### src/rtl/cmp_swap.sv
// ============================================================================
// Module   : cmp_swap
// Brief    : Combinational compare-exchange; smaller value on lo, larger on hi.
// Revision : 1.0 - initial release
// ============================================================================
`default_nettype none

module cmp_swap #(
    parameter int DATA_WIDTH = 8
) (
    input  logic [DATA_WIDTH-1:0] a,
    input  logic [DATA_WIDTH-1:0] b,
    output logic [DATA_WIDTH-1:0] lo,
    output logic [DATA_WIDTH-1:0] hi
);

    logic w_a_lt_b;

    assign w_a_lt_b = (a < b);
    assign lo       = w_a_lt_b ? a : b;
    assign hi       = w_a_lt_b ? b : a;

endmodule

`default_nettype wire

### src/rtl/sb.sv
// ============================================================================
// Module   : sb
// Brief    : Registered three-input unsigned sorter built from a three-step
//            compare-exchange network; one cycle latency, full throughput.
// Revision : 1.0 - initial release
// ============================================================================
`default_nettype none

module sb #(
    parameter int DATA_WIDTH = 8
) (
    output logic [DATA_WIDTH-1:0] min,
    output logic [DATA_WIDTH-1:0] med,
    output logic [DATA_WIDTH-1:0] max,
    input  logic [DATA_WIDTH-1:0] _1,
    input  logic [DATA_WIDTH-1:0] _2,
    input  logic [DATA_WIDTH-1:0] _3,
    input  logic                  clk,
    input  logic                  rst,
    input  logic                  in_valid,
    output logic                  out_valid
);

    logic [DATA_WIDTH-1:0] w_lo1, w_hi1;
    logic [DATA_WIDTH-1:0] w_lo2, w_hi2;
    logic [DATA_WIDTH-1:0] w_lo3, w_hi3;

    logic [DATA_WIDTH-1:0] r_min, r_med, r_max;
    logic                  r_valid;

    // Step 2 pushes the overall maximum into w_hi2; step 3 orders the rest.
    cmp_swap #(.DATA_WIDTH(DATA_WIDTH)) u_cs1 (.a(_1),    .b(_2),    .lo(w_lo1), .hi(w_hi1));
    cmp_swap #(.DATA_WIDTH(DATA_WIDTH)) u_cs2 (.a(w_hi1), .b(_3),    .lo(w_lo2), .hi(w_hi2));
    cmp_swap #(.DATA_WIDTH(DATA_WIDTH)) u_cs3 (.a(w_lo1), .b(w_lo2), .lo(w_lo3), .hi(w_hi3));

    always_ff @(posedge clk) begin
        if (rst) begin
            r_min   <= '0;
            r_med   <= '0;
            r_max   <= '0;
            r_valid <= 1'b0;
        end else begin
            r_valid <= in_valid;
            if (in_valid) begin
                r_min <= w_lo3;
                r_med <= w_hi3;
                r_max <= w_hi2;
            end
        end
    end

    assign min       = r_min;
    assign med       = r_med;
    assign max       = r_max;
    assign out_valid = r_valid;

endmodule

`default_nettype wire

### config.mk
export PLATFORM = sky130hd
export DESIGN_NAME = sb
export DESIGN_NICKNAME = d
export VERILOG_FILES = /design/src/rtl/cmp_swap.sv /design/src/rtl/sb.sv
export SDC_FILE = /design/constraint.sdc
export NUM_CORES = 1
export LEC_CHECK = 0
export BUFFER_PORTS_ARGS = -buffer_cell sky130_fd_sc_hd__buf_2
export CORE_UTILIZATION = 50
export DETAILED_ROUTE_END_ITERATION = 6
export GPL_ROUTABILITY_DRIVEN = 0
export PLACE_DENSITY = 0.82
export SLEW_MARGIN = 20
export SYNTH_ARGS = -nofsm -noshare
export SYNTH_HDL_FRONTEND = slang
export SYNTH_SLANG_ARGS = --single-unit
### constraint.sdc
create_clock -name clk -period 8.45 [get_ports clk]
set_clock_uncertainty 0.05 [all_clocks]
set_input_delay 2.535 -clock clk [delete_from_list [all_inputs] [get_ports clk]]
set_output_delay 2.535 -clock clk [all_outputs]
set_load 0.005 [all_outputs]
# Yosys cells after proc, flatten, opt, wreduce, memory -nomap -nowiden
# Cells that the tools add are included.
[word_totals]
ff_bits = 25
latchBits = 0
mem_bits_rw = 0
romBits = 0
memories = 0
[classes]
addsub = 0
multipliers = 0
n_div = 0
order_cmp = 3
eq_ne = 0
shifts = 0
n_mux = 6
bitwise = 0
n_reduce_logical = 0
[op_table]
columns = ["cell", "n"]
rows = [
  ["two-way mux 8 bit", 6],
  ["< comparator 8 bit", 3],
]

# Logic depth before layout (Yosys ltp)
# Gate-level depths: netlist of run 1.
[depth]
ltp_word = 6
depth_mapped = 25

# By module
# Synthesis of run 1 repeated with hierarchy kept, for this count alone.
[hier_totals]
hier_cells = 203
hier_area_um2 = 2178.3
[modules_own_cells]
columns = ["module", "instances", "cells_each", "area_per_inst_um2"]
rows = [
  ["cmp_swap", 3, 41, 425.4],
  ["sb", 1, 80, 902.1],
]

# Worst setup path after synthesis of run 1
# OpenSTA, ideal clock, no wires.
[synth_timing]
path_kind = "input -> register"
from = "input _2[6]"
to = "register r_min[5], in the netlist min[5]"
setup_time_ns = 0.083
arrival_ns = 6.810
t_required_ns = 8.317
path_slack_ns = 1.508
stages = 23
path_buffers = 5
path_cell_list = "inv_1 > ha_1 > a21oi_1 > o221a_2 > o21ai_2 > clkbuf_1 > o21ai_0 > ha_1 > a21oi_1 > o21ai_0 > o41a_1 > buf_2 > buf_6 > mux2i_4 > ha_1 > nand4_1 > a21oi_1 > nor2_1 > o21ai_0 > or3_1 > buf_2 > buf_6 > o221ai_1"
[synth_between]
elab_chain_cells = 6
elab_cells_between_ends = 7
classes_between = "3 x order compare; 4 x mux"
[synth_lines]
columns = ["element", "line_no", "text"]
rows = [
  ["from (decl)", "sb.sv:16", "input logic [DATA_WIDTH-1:0] _2,"],
  ["< comparator 8 bit", "cmp_swap.sv:19", "assign w_a_lt_b = (a < b);"],
  ["two-way mux 8 bit", "cmp_swap.sv:21", "assign hi = w_a_lt_b ? b : a;"],
  ["< comparator 8 bit", "cmp_swap.sv:19", ""],
  ["two-way mux 8 bit", "cmp_swap.sv:20", "assign lo = w_a_lt_b ? a : b;"],
  ["< comparator 8 bit", "cmp_swap.sv:19", ""],
  ["two-way mux 8 bit *", "cmp_swap.sv:20", ""],
  ["to (signal assigned)", "sb.sv:45", "r_min <= w_lo3;"],
  ["to (decl)", "sb.sv:28", "logic [DATA_WIDTH-1:0] r_min, r_med, r_max;"],
]
# Mark *: on every way between the ends. The rest lies on a longest branch, timed or not.
# A chain may end at the register's enable or synchronous reset.

# Final worst setup path of run 1
[layout_timing]
from = "input _2[6]"
to = "register r_med[7], in the netlist med[7]"
[layout_between]
elab_chain_cells = 6
elab_cells_between_ends = 7
classes_between = "3 x order compare; 4 x mux"
[layout_lines]
columns = ["element", "line_no", "text"]
rows = [
  ["< comparator 8 bit", "cmp_swap.sv:19", ""],
  ["two-way mux 8 bit", "cmp_swap.sv:21", ""],
  ["< comparator 8 bit", "cmp_swap.sv:19", ""],
  ["two-way mux 8 bit", "cmp_swap.sv:20", ""],
  ["< comparator 8 bit", "cmp_swap.sv:19", ""],
  ["two-way mux 8 bit *", "cmp_swap.sv:21", ""],
  ["to (signal assigned)", "sb.sv:46", "r_med <= w_hi3;"],
  ["to (decl)", "sb.sv:28", ""],
]
# Marked as above.

==> results of run 1 <==
==> power by group <==
| part | internal, mW | leakage [nW] | switching, mW | total [mW] |
|---|---|---|---|---|
| clock | 0.0330 | 0.0255 | 0.0374 | 0.0704 |
| combinational | 0.0795 | 0.854 | 0.0948 | 0.174 |
| sequential | 0.138 | 0.206 | 0.00955 | 0.148 |
==> metal layers <==
layer / wire (µm) / track usage / vias up
met2: 1940 / 0.361 / 46
met4: 38 / 0.0523 / 0
met3: 226 / 0.0438 / 4
li1: - / - / 884
met5: 0 / 0 / -
met1: 1890 / 0.288 / 796
==> flip-flops by register name (all words and copies together), names as in the netlist <==
name,flops
med,8
out_valid,1
min,8
max,8
==> cells in the mapped netlist <==
| library cell | count | area [µm²] |
|---|---|---|
| inv_1 | 27 | 101 |
| o221ai_1 | 14 | 123 |
| o211ai_1 | 1 | 7.51 |
| a22o_1 | 2 | 17.5 |
| nand2b_1 | 10 | 62.6 |
| ha_1 | 21 | 263 |
| o21ai_2 | 1 | 8.76 |
| o21a_1 | 1 | 7.51 |
| mux2i_4 | 2 | 45.0 |
| nand4_1 | 2 | 12.5 |
| o2111a_1 | 1 | 11.3 |
| a32o_1 | 1 | 10.0 |
| buf_6 | 2 | 22.5 |
| and2_1 | 2 | 12.5 |
| o21ai_1 | 1 | 5.00 |
| a211oi_2 | 1 | 12.5 |
| a31oi_1 | 1 | 6.26 |
| dfxtp_1 | 25 | 500 |
| buf_2 | 4 | 20.0 |
| o22ai_1 | 7 | 43.8 |
| a21o_1 | 2 | 15.0 |
| a221oi_2 | 1 | 15.0 |
| mux2i_1 | 19 | 190 |
| and4_1 | 1 | 8.76 |
| nand2_1 | 26 | 97.6 |
| clkbuf_1 | 5 | 18.8 |
| a211oi_1 | 1 | 7.51 |
| nand3_1 | 3 | 15.0 |
| mux2_4 | 1 | 15.0 |
| nor2_1 | 4 | 15.0 |
| o221a_2 | 1 | 11.3 |
| o21ai_0 | 17 | 85.1 |
| or3_1 | 1 | 6.26 |
| o41a_1 | 1 | 11.3 |
| a21oi_1 | 9 | 45.0 |
==> path summary, 6_finish.rpt <==
kind	start	end	slack, ns	cells after the start
min	min[0]	min[0]	0.41	2
max	_2[6]	med[7]	1.10	22
max reg2reg	max[0]	max[0]	7.77	1
min reg2reg	min[0]	min[0]	0.41	2
==> kinds of logic after synthesis <==
group | count (synthesis)
compound gates | 63
fa+ha+maj | 21
buf+inv | 38
flops | 25
mux | 22
simple gates | 49
==> through the flow <==
step / area (µm²) / power, mW / hold WS [ns] / utilization
2_1_floorplan: 1850 / 0.271 / 0.399 / -
3_3_place_gp: 2130 / 0.320 / 0.390 / 0.619
3_5_place_dp: 2130 / 0.324 / 0.393 / 0.619
4_1_cts: 2180 / 0.397 / 0.414 / 0.632
5_1_grt: 2180 / 0.425 / 0.446 / 0.633
6_report: 2180 / 0.393 / 0.407 / 0.633
==> cell type report <==
type                    count  area (µm²)
fillers                   317        1260
multi-input cells         155        1190
flip-flops and latches     25         500
repair buffers             55         285
inverters                  27         101
well taps                  46        57.6
clock buffers               3        41.3
clock inverters             1        5.00
==> worst min-delay path: stages (launching register included) <==
cell	delay [ns]
dfxtp_1	0.33
nand2_1	0.04
o21ai_0	0.05
==> results.json, run 1 <==
{
  "totalWireLength_um": 4090,
  "final_antenna_net_count": 0,
  "vias": 1730,
  "die_area_um2": 3950,
  "cpMostUsedCell": "ha_1",
  "p_per_area_nw_per_um2": 180,
  "cts_tree": "built",
  "wl_per_cell_um": 13.1,
  "synthMuxAreaShare": 0.135,
  "path_buf_inv": 5,
  "path_cells": "buf_2 -> inv_1 -> ha_1 -> and4_1 -> nand2_1 -> o21ai_2 -> buf_4 -> nand2_1 -> o21ai_0 -> ha_1 -> a211oi_2 -> inv_1 -> o41a_1 -> buf_4 -> mux2i_1 -> ha_1 -> a21oi_1 -> a21oi_1 -> nor2_1 -> o21ai_0 -> or3_1 -> o221ai_1",
  "layout_common_cells": "51 x buf_2, 27 x inv_1, 26 x nand2_1, 25 x dfxtp_1, 21 x ha_1",
  "final-hold-violation-count": 0,
  "setup_viol": 0,
  "chipWidth_um": 62.8,
  "worst_path_dominant_cell_family": "compound AO/OA/AOI/OAI gates",
  "ctsLongestPathBuffers": 2,
  "grt_max_degree": 18,
  "clock.fmax_ghz": 0.136,
  "layout-drive-gt1-share": 0.252,
  "fin_tns_setup_ns": 0,
  "cts_sinks": 25,
  "yosysSeqAreaShare": 0.271,
  "cp.arrival_ns": 7.49,
  "start_util": 0.537,
  "synth-simple-area-share": 0.124,
  "slew_violations": 0,
  "insertion_delay_ns": 0.26,
  "synthXorXnorAreaFrac": 0,
  "drv_cap": 0,
  "cts-root-buf": "clkbuf_8",
  "synth_compound_area_frac": 0.240,
  "num_rows": 21,
  "syn_inst": 218,
  "drt_iter0_markers": 50,
  "grt_pass1_wl_um": 6840,
  "setup_ws_ns": 1.10,
  "synth_area_um2": 1850,
  "yosysWarnings": 0,
  "die_h_um": 62.8,
  "fin_nets": 315,
  "overflow": 0,
  "crit_required_ns": 8.59,
  "syn2layout_area_growth_pct": 17.9,
  "antenna_found_initial": 0,
  "fin_cells": 312,
  "peakVddDrop_v": 0.000131,
  "rsz0062_at_grt": "no",
  "port_buffers": 51,
  "vias_per_cell": 5.54,
  "clk_transition_reported_paths_ns": 0.09,
  "cts_hold_buf": 0,
  "final_common_cell": "buf_2",
  "crit_path_start_kind": "primary input",
  "syn_nets": 266,
  "synth_cell_types": 35,
  "htree_levels": 1,
  "pre_cts_slack_ns": 0.845,
  "synth-seq-cells": 25,
  "io_pins": 52,
  "post_cts_buffers": 0,
  "grt_pass1_vias": 1507,
  "min_period_ns": 7.35,
  "period_share": 0.870,
  "path_max_fanout": 14,
  "cts_resized": 0,
  "synthAdderAreaFrac": 0.142,
  "critPathMaxStageDelay_ns": 0.61,
  "timing.slew.headroom": 0.549,
  "dpl.hpwl_um": 3380,
  "cp_slowest_cell": "or3_1",
  "dp_cells": 308,
  "worstMarginPinSlew_ns": 0.675,
  "drc_errors": 0,
  "synth_top_family_by_area": "compound AO/OA/AOI/OAI gates",
  "outcome": "completed",
  "dr.pass1.iters": 4,
  "critical_path_class": "primary input to flop",
  "cts_made_buffers": 3,
  "leakage_nw": 1.09,
  "worstSetupEndpointType": "flop",
  "grtUsageTotal": 0.218,
  "syn_area_per_cell_um2": 8.48,
  "diodes": 0,
  "core_um2": 3440,
  "hold_path_class": "flop to flop"
}
No activity file was read; power rests on OpenSTA's default activity.
==> run 2, diff against run 1 <==
CAP_MARGIN = 20   (was unset)
GPL_TIMING_DRIVEN = 0   (was unset)
==> run 2 against run 1 <==
Compared with the run above:
- clock power rose by 4.3%
- final cell count is 1.6% higher
- maximum frequency barely moved
- combinational power about the same
- critical path type unchanged
- largest cell class unchanged
==> results.json, run 2 (same netlist as run 1, synthesis figures left out) <==
{
  "dp_cells": 313,
  "layout_common_cells": "53 x buf_2, 27 x inv_1, 26 x nand2_1, 25 x dfxtp_1, 21 x ha_1",
  "path_cells": "buf_2 -> ha_1 -> a21oi_1 -> o221a_2 -> o21ai_2 -> clkbuf_1 -> o21ai_0 -> ha_1 -> a21oi_1 -> o21ai_0 -> o41a_1 -> buf_2 -> buf_6 -> mux2i_4 -> ha_1 -> nand4_1 -> a21oi_1 -> nor2_1 -> o21ai_0 -> o21ai_1 -> buf_2 -> o221ai_1",
  "cts_tree": "built",
  "vias": 1761,
  "worstSetupEndpointType": "flop",
  "hold_ws_ns": 0.415,
  "min_period_ns": 7.35,
  "die_h_um": 62.8,
  "die_area_um2": 3950,
  "start_util": 0.537,
  "hold_path_class": "flop to flop",
  "final-hold-violation-count": 0,
  "final_antenna_net_count": 0,
  "cp.arrival_ns": 7.45,
  "critPathMaxStageDelay_ns": 0.48,
  "drt_iter0_markers": 63,
  "cts_hold_buf": 0,
  "grtUsageTotal": 0.228,
  "insertion_delay_ns": 0.27,
  "overflow": 0,
  "outcome": "completed",
  "cts_sinks": 25,
  "antenna_found_initial": 0,
  "syn2layout_area_growth_pct": 19.0,
  "htree_levels": 1,
  "peakVddDrop_v": 0.000147,
  "crit_required_ns": 8.54,
  "r2r-start": "min[3]",
  "finalPower_uw": 395,
  "setup_viol": 0,
  "worst_path_dominant_cell_family": "compound AO/OA/AOI/OAI gates",
  "leakage_nw": 1.09,
  "cts_resized": 0,
  "ctsLongestPathBuffers": 2,
  "postLayoutCellArea_um2": 2200,
  "num_rows": 21,
  "fin_nets": 320,
  "critical_path.startpoint": "_1[6]",
  "crit_path_start_kind": "primary input",
  "grt_pass1_vias": 1699,
  "clock.fmax_ghz": 0.136,
  "diodes": 0,
  "cp_slowest_cell": "o21ai_0",
  "clk_transition_reported_paths_ns": 0.09,
  "io_pins": 52,
  "port_buffers": 49,
  "setup_ws_ns": 1.10,
  "grt_pass1_wl_um": 7290,
  "grt_max_degree": 16,
  "r2r_cells": 2,
  "dr.pass1.iters": 4,
  "pre_cts_slack_ns": 0.787,
  "layout-drive-gt1-share": 0.244,
  "slew_violations": 0,
  "dpl.hpwl_um": 3420,
  "r2r-end": "min[3]",
  "rsz0062_at_grt": "no",
  "wl_per_cell_um": 12.8,
  "post_cts_buffers": 0,
  "fin_tns_setup_ns": 0,
  "core_um2": 3440,
  "vias_per_cell": 5.56,
  "cts_made_buffers": 3,
  "post-route-util": 0.639,
  "rrSetupSlack_ns": 7.78,
  "placed_area_um2": 2150,
  "critical_path_class": "primary input to flop",
  "period_share": 0.870,
  "fin_cells": 317,
  "drc_errors": 0,
  "cts-root-buf": "clkbuf_8",
  "drv_cap": 0,
  "p_per_area_nw_per_um2": 180,
  "crit_end": "med[5]",
  "totalWireLength_um": 4070,
  "path_buf_inv": 5,
  "final_common_cell": "buf_2",
  "worstMarginPinSlew_ns": 0.609,
  "crit_cells": 22,
  "chipWidth_um": 62.8,
  "path_max_fanout": 10,
  "timing.slew.headroom": 0.592
}
==> run 2: cell types whose count changed in the layout (fill, tap and decap cells not counted), sizes merged <==
cell	delta
clkbuf	+5
clkinv	-1
clkinvlp	+1
==> run 2: report_power, final <==
| group | leakage (nW) | internal, mW | switching [mW] |
|---|---|---|---|
| clock | 0.0217 | 0.0334 | 0.0399 |
| sequential | 0.206 | 0.138 | 0.00892 |
| combinational | 0.859 | 0.0803 | 0.0942 |
==> run 2: worst min path at each step <==
stage | cells past startpoint | slack [ns] | endpoint | startpoint
floorplan | 2 | 0.40 | min[0] | min[0]
global placement | 2 | 0.40 | med[1] | med[1]
detailed placement | 2 | 0.40 | med[3] | med[3]
CTS | 2 | 0.42 | med[3] | med[3]
global route | 2 | 0.45 | med[5] | med[5]
finish | 2 | 0.42 | min[6] | min[6]
==> run 2: per-layer routing <==
metal  global-route usage  vias to the layer above  wire [µm]
met5                    0                        -          0
met4               0.0465                        0         34
met3               0.0365                        4        201
met2                0.410                       56       2000
met1                0.283                      807       1830
li1                     -                      894          -
==> run 2: final cells by class <==
cell class              instances  area [µm²]
well taps                      46        57.6
inverters                      27         101
clock inverters                 1        7.51
plain buffers                  11        61.3
clock buffers                   3        41.3
repair buffers                 49         245
fillers                       329        1240
flip-flops and latches         25         500
multi-input cells             155        1190
==> run 2: worst register-to-register path, delay by kind of cell, from the launching register on <==
| family | cells | cell delay [ns] |
|---|---|---|
| flip-flops | 1 | 0.32 |
| AND/OR/NAND/NOR | 1 | 0.05 |
| AO/OA/AOI/OAI | 1 | 0.11 |
